### config.mk
export PLATFORM = sky130hd
export DESIGN_NAME = prog_loader_flat
export DESIGN_NICKNAME = d
export VERILOG_FILES = /design/src/rtl/prog_loader_pkg.sv /design/src/rtl/prog_loader_if.sv /design/src/rtl/loader_timeout.sv /design/src/rtl/prog_loader.sv /design/src/flat_wrapper.sv
export SDC_FILE = /design/constraint.sdc
export NUM_CORES = 1
export LEC_CHECK = 0
export BUFFER_PORTS_ARGS = -buffer_cell sky130_fd_sc_hd__buf_2
export CORE_ASPECT_RATIO = 1.25
export CORE_UTILIZATION = 55
export CTS_CLUSTER_SIZE = 40
export DETAILED_ROUTE_END_ITERATION = 6
export PLACE_DENSITY_LB_ADDON = 0.3
export SYNTH_ARGS = -nofsm -noshare
export SYNTH_HDL_FRONTEND = slang
export SYNTH_SLANG_ARGS = --single-unit
### constraint.sdc
create_clock -name clk -period 4.7 [get_ports clk]
set_input_delay 0.94 -clock clk [delete_from_list [all_inputs] [get_ports clk]]
set_output_delay 0.94 -clock clk [all_outputs]
set_load 0.01 [all_outputs]
### src/rtl/prog_loader_pkg.sv
// Shared types and sizing for the UART program loader.
package prog_loader_pkg;

    localparam int unsigned HDR_BYTES      = 2;
    localparam int unsigned BYTES_PER_WORD = 4;
    localparam int unsigned BYTE_W         = 8;
    localparam int unsigned BCNT_W         = 2;
    localparam int unsigned IDX_W          = 15;
    localparam int unsigned ADR_W          = 14;
    localparam int unsigned DAT_W          = 32;
    localparam int unsigned LEN_W          = 16;

    typedef enum logic [2:0] {
        ST_IDLE  = 3'd0,
        ST_HDR   = 3'd1,
        ST_DATA  = 3'd2,
        ST_WRITE = 3'd3,
        ST_DONE  = 3'd4,
        ST_ERR   = 3'd5
    } state_e;

    typedef struct packed {
        logic             wen;
        logic [ADR_W-1:0] adr;
        logic [DAT_W-1:0] dat;
    } rom_wr_t;

endpackage

### src/rtl/prog_loader_if.sv
// Received-byte stream handshake into the loader.
interface prog_loader_if
    import prog_loader_pkg::*;
();
    logic              rx_valid;
    logic [BYTE_W-1:0] rx_data;
    logic              rx_ready;

    modport master (output rx_valid, output rx_data, input rx_ready);
    modport slave  (input rx_valid, input rx_data, output rx_ready);
endinterface

### src/rtl/loader_timeout.sv
// Idle-cycle watchdog: counts enabled cycles since the last clear.
module loader_timeout #(
    parameter int unsigned LIMIT = 32'd10_000_000
) (
    input  logic clk,
    input  logic rstn,
    input  logic clr_i,
    input  logic en_i,
    output logic expired_c
);
    localparam int unsigned CW = (LIMIT > 1) ? $clog2(LIMIT) : 1;

    logic [CW-1:0] cnt_q, cnt_d;

    always_comb begin
        cnt_d = cnt_q;
        if (clr_i) begin
            cnt_d = '0;
        end else if (en_i) begin
            cnt_d = cnt_q + CW'(1);
        end
    end

    always_ff @(posedge clk or negedge rstn) begin
        if (!rstn) begin
            cnt_q <= '0;
        end else begin
            cnt_q <= cnt_d;
        end
    end

    // Fires on the idle cycle that would make the count reach LIMIT.
    assign expired_c = en_i && !clr_i && (cnt_q == CW'(LIMIT - 1));
endmodule

### src/rtl/prog_loader.sv
// Loads a length-prefixed little-endian program from a byte stream into the CPU ROM.
module prog_loader
    import prog_loader_pkg::*;
#(
    parameter int unsigned TIMEOUT_CYCLES = 32'd10_000_000,
    parameter int unsigned MAX_WORDS      = 16384
) (
    input  logic              clk,
    input  logic              rstn,
    input  logic              start,
    prog_loader_if.slave      rx,
    output logic              upg_rst_o,
    output logic              upg_wen_o,
    output logic [ADR_W-1:0]  upg_adr_o,
    output logic [DAT_W-1:0]  upg_dat_o,
    output logic              upg_done_o,
    output logic              err_o
);
    state_e              state_q, state_d;
    logic [BCNT_W-1:0]   bcnt_q, bcnt_d;
    logic [LEN_W-1:0]    n_q, n_d;
    logic [IDX_W-1:0]    idx_q, idx_d;
    rom_wr_t             wr_q, wr_d;
    logic                rx_ready_q, upg_rst_q, done_q, err_q;

    logic                accept;
    logic                loading;
    logic                to_expired;
    logic [LEN_W-1:0]    n_full;
    logic [IDX_W-1:0]    idx_inc;

    assign accept  = rx.rx_valid && rx_ready_q;
    assign loading = (state_q == ST_HDR) || (state_q == ST_DATA);
    assign n_full  = {rx.rx_data, n_q[BYTE_W-1:0]};
    assign idx_inc = idx_q + IDX_W'(1);

    loader_timeout #(.LIMIT(TIMEOUT_CYCLES)) u_timeout (
        .clk       (clk),
        .rstn      (rstn),
        .clr_i     (!loading || accept || start),
        .en_i      (loading),
        .expired_c (to_expired)
    );

    // Next-state and datapath; start overrides everything, including a same-cycle byte.
    always_comb begin
        state_d = state_q;
        bcnt_d  = bcnt_q;
        n_d     = n_q;
        idx_d   = idx_q;
        wr_d    = wr_q;
        if (start) begin
            state_d = ST_HDR;
            bcnt_d  = '0;
            n_d     = '0;
            idx_d   = '0;
        end else begin
            case (state_q)
                ST_HDR: begin
                    if (to_expired) begin
                        state_d = ST_ERR;
                    end else if (accept) begin
                        if (bcnt_q == BCNT_W'(HDR_BYTES - 1)) begin
                            bcnt_d = '0;
                            n_d    = n_full;
                            if (n_full == '0) begin
                                state_d = ST_DONE;
                            end else if (32'(n_full) > MAX_WORDS) begin
                                state_d = ST_ERR;
                            end else begin
                                state_d = ST_DATA;
                            end
                        end else begin
                            n_d[BYTE_W-1:0] = rx.rx_data;
                            bcnt_d          = bcnt_q + BCNT_W'(1);
                        end
                    end
                end
                ST_DATA: begin
                    if (to_expired) begin
                        state_d = ST_ERR;
                    end else if (accept) begin
                        wr_d.dat[{bcnt_q, 3'b000} +: BYTE_W] = rx.rx_data;
                        if (bcnt_q == BCNT_W'(BYTES_PER_WORD - 1)) begin
                            bcnt_d   = '0;
                            wr_d.adr = idx_q[ADR_W-1:0];
                            state_d  = ST_WRITE;
                        end else begin
                            bcnt_d = bcnt_q + BCNT_W'(1);
                        end
                    end
                end
                ST_WRITE: begin
                    idx_d   = idx_inc;
                    state_d = (LEN_W'(idx_inc) == n_q) ? ST_DONE : ST_DATA;
                end
                ST_IDLE, ST_DONE, ST_ERR: begin
                    state_d = state_q;
                end
                default: begin
                    state_d = ST_IDLE;
                end
            endcase
        end
        wr_d.wen = (state_d == ST_WRITE);
    end

    always_ff @(posedge clk or negedge rstn) begin
        if (!rstn) begin
            state_q    <= ST_IDLE;
            bcnt_q     <= '0;
            n_q        <= '0;
            idx_q      <= '0;
            wr_q       <= '0;
            rx_ready_q <= 1'b0;
            upg_rst_q  <= 1'b1;
            done_q     <= 1'b0;
            err_q      <= 1'b0;
        end else begin
            state_q    <= state_d;
            bcnt_q     <= bcnt_d;
            n_q        <= n_d;
            idx_q      <= idx_d;
            wr_q       <= wr_d;
            rx_ready_q <= (state_d == ST_HDR) || (state_d == ST_DATA);
            upg_rst_q  <= !((state_d == ST_HDR) || (state_d == ST_DATA) || (state_d == ST_WRITE));
            done_q     <= (state_d == ST_DONE);
            err_q      <= (state_d == ST_ERR);
        end
    end

    assign rx.rx_ready = rx_ready_q;
    assign upg_rst_o   = upg_rst_q;
    assign upg_wen_o   = wr_q.wen;
    assign upg_adr_o   = wr_q.adr;
    assign upg_dat_o   = wr_q.dat;
    assign upg_done_o  = done_q;
    assign err_o       = err_q;
endmodule

### src/flat_wrapper.sv
// flat-port wrapper written by rule: the top's interface ports become plain ports
module prog_loader_flat import prog_loader_pkg::*;
#(
    parameter int unsigned TIMEOUT_CYCLES = 32'd10_000_000,
    parameter int unsigned MAX_WORDS      = 16384
)
  (clk, rstn, start, upg_rst_o, upg_wen_o, upg_adr_o, upg_dat_o, upg_done_o, err_o, rx_rx_valid, rx_rx_data, rx_rx_ready);
  prog_loader_if rx_i ();
  input  logic clk;
  input  logic rstn;
  input  logic start;
  output logic upg_rst_o;
  output logic upg_wen_o;
  output logic [ADR_W-1:0] upg_adr_o;
  output logic [DAT_W-1:0] upg_dat_o;
  output logic upg_done_o;
  output logic err_o;
  input wire logic [$bits(rx_i.rx_valid)-1:0] rx_rx_valid;
  input wire logic [$bits(rx_i.rx_data)-1:0] rx_rx_data;
  output wire logic [$bits(rx_i.rx_ready)-1:0] rx_rx_ready;
  assign rx_i.rx_valid = rx_rx_valid;
  assign rx_i.rx_data = rx_rx_data;
  assign rx_rx_ready = rx_i.rx_ready;
  prog_loader #(.TIMEOUT_CYCLES(TIMEOUT_CYCLES), .MAX_WORDS(MAX_WORDS)) u_core (.clk(clk), .rstn(rstn), .start(start), .rx(rx_i), .upg_rst_o(upg_rst_o), .upg_wen_o(upg_wen_o), .upg_adr_o(upg_adr_o), .upg_dat_o(upg_dat_o), .upg_done_o(upg_done_o), .err_o(err_o));
endmodule
==> out/metrics.yaml <==
run_status:
  status: "finished, final reports clean"
global_route:
  track_usage_pct: 24.2
  grt_pass1_vias: 4052
  grt_start_max_net_pins: 85
  gr-total-overflow: 0
  grt_pass1_wl_mm: 19.8
  antenna_found_initial: 0
timing:
  setup_viol: 0
  relSlewSlack_pct: 32.1
  tightest_slew_ps: 1020
  whs_ps: 487
  maxSlewViolCount: 0
  tns_ps: 0
  fmax_ghz: 0.361
  fin_crit_sh_pct: 59.0
  hold_violations: 0
  rsz0062_at_grt: "false"
  min_period_ps: 2770
  fin_worst_skew_ps: 7.39
  layout_setup_ws_ps: 1930
min_path:
  hp-start: "u_core.upg_adr_o[10]"
  hold_class: "flop to flop"
setup_path:
  worstPathArrival_ps: 3010
  path_class: "input pin to flop"
  crit_fanout: 39
  crit_start: "start"
  crit-reg2reg-launch: "u_core.idx_q[0]"
  crit_required_ps: 4930
  start_kind: "input pin"
  end_kind: "flop"
synthesis:
  syn_area_per_cell_um2: 9.65
  syn_nets: 597
  ys_seq_area_share_pct: 50.0
  synth_top_cells_by_count: "110 x dfrtp_1, 52 x o21ai_0, 50 x nor2_1"
  synth.largest_area_cell: "dfrtp_1"
  synth_ff_type: "dfrtp_1"
  synth_top_area_share_pct: 49.5
  synth.area.top_cells: "dfrtp_1 50%, o21ai_0 4.7%, nand3_1 3.9%"
  ys_seq_elements: 111
  synth-edff-count: 0
  synthCells: 576
  syn_area_um2: 5560
  synth.distinct_cells: 60
  synth-warning-count: 0
  yosysMostFrequentCell: "dfrtp_1"
  synthArstFlopShare_pct: 100
pwr:
  power.density_nw_per_um2: 327
  total_power_mw: 2.04
  ir_drop_mv: 0.216
  p_leak_nw: 2.86
cts:
  cts_hold_buf: 0
  post_cts_buffers: 0
  worstSkewPairLatency_ps: 350
  cts_resized: 0
  htree_levels: 3
  clk_pin_slew_ps: 70
  cts_tree: "yes"
  clockBufferDepth: 2
  ctsRootBufferMaster: "clkbuf_16"
  cts_buffers: 9
  cts_sinks: 111
placed_design:
  dp_hpwl_mm: 8.21
  dpl_cell_area_um2: 5900
  place_congestion: 0.848
  dp_slack_ps: 1560
  port_buffers: 62
floorplanning:
  die_area_um2: 10500
  die_w_um: 91.9
  num_io_pins: 63
  die_height_um: 114
  core.rowCount: 40
  fp.coreArea_um2: 9710
  initial_core_util_pct: 57.2
cells_and_area:
  antenna_cells: 0
  areaGrowthSynthToFinish_pct: 12.2
  fillers: 809
  finalNetCount: 642
  drive_gt1_share_pct: 15.8
  fin_area_um2: 6240
routing:
  drt_iter0_drc: 318
  drtPass1Iterations: 5
  drtAntennaViolNets: 0
  drc_errors: 0
  routed_wl_mm: 11.9
  routed_via_density: 5.70
  routed-via-count: 4289
  wire_per_inst_um: 15.8
job:
  maxCapViolCount: 0
## layer usage
| layer | share of wire [%] | routed length (µm) | vias up | GRT usage, % |
|---|---|---|---|---|
| met5 | 0 | 0 | - | 0 |
| met4 | 2.7 | 322 | 0 | 10.9 |
| met3 | 3.8 | 451 | 25 | 4.65 |
| met2 | 50 | 5940 | 113 | 41.2 |
| met1 | 44 | 5190 | 2087 | 29.8 |
| li1 | - | - | 2064 | - |
## cells in the final DEF, fill, tap and decap left out, types with 6 or more instances in the layout
cell,n
nand2b_1,10
clkbuf_16,9
nand2_1,45
a21oi_1,23
nor3_1,10
xor2_1,22
and3_1,9
mux2_1,8
ha_1,9
or3_1,12
mux2_2,7
o21ai_0,52
dfrtp_1,110
nor2_1,50
nand4_1,8
inv_1,33
mux2i_1,10
buf_2,61
nor4_1,6
xnor2_1,22
nand3_1,43
## stage by stage
stage,instances,utilization (%)
global route,752,64.2
floorplan,576,-
global placement,736,60.8
finish,752,64.2
CTS,752,64.2
detailed placement,736,60.8
## logic make-up after synthesis
family          synth area share [%]
simple gates                    21.5
flops                           50.0
mux                             4.84
xor+xnor                        6.93
fa+ha+maj                       2.03
compound gates                  10.0
buf+inv                         4.61
## state kept, by name, indices dropped and copies added, names as in the netlist
name and cells:
u_core.state_q 3, u_core.idx_q 15, u_core.bcnt_q 2, u_core.rx.rx_ready 1, u_core.upg_dat_o 32, u_core.u_timeout.cnt_q 24
u_core.upg_done_o 1, u_core.upg_rst_o 1, u_core.n_q 16, u_core.upg_adr_o 14, u_core.upg_wen_o 1, u_core.err_o 1
## cell type report
type | count | area, µm² | area share [%]
multi-input cells | 403 | 2520 | 40.4
clock inverters | 5 | 80.1 | 1.28
well taps | 126 | 158 | 2.53
inverters | 33 | 124 | 1.99
clock buffers | 11 | 253 | 4.05
repair buffers | 63 | 320 | 5.14
flip-flops and latches | 111 | 2780 | 44.6
## worst paths after layout
kind / to / slack (ps) / depth (start not counted)
worst max-delay path: u_core.rx.rx_ready / 1930 / 7
worst min-delay path: u_core.upg_adr_o[10] / 490 / 1
worst max register to register: u_core.rx.rx_ready / 2280 / 7
worst min register to register: u_core.upg_adr_o[10] / 490 / 1
max in group asynchronous: u_core.u_timeout.cnt_q[0] / 3000 / 2
min in group asynchronous: u_core.upg_dat_o[25] / 780 / 1
## critical path: stages
cell and delay (ps):
buf_2 300, nor2_1 210, nand3_2 430, nor4_4 440, a211oi_1 130, a211o_1 340, and4_1 210
## power by group
part           leakage (nW)  internal (mW)  switching [mW]
logic                  1.30         0.0671           0.127
registers              1.40          0.981          0.0303
clock network         0.158          0.495           0.340
No activity file was read; power rests on OpenSTA's default activity.
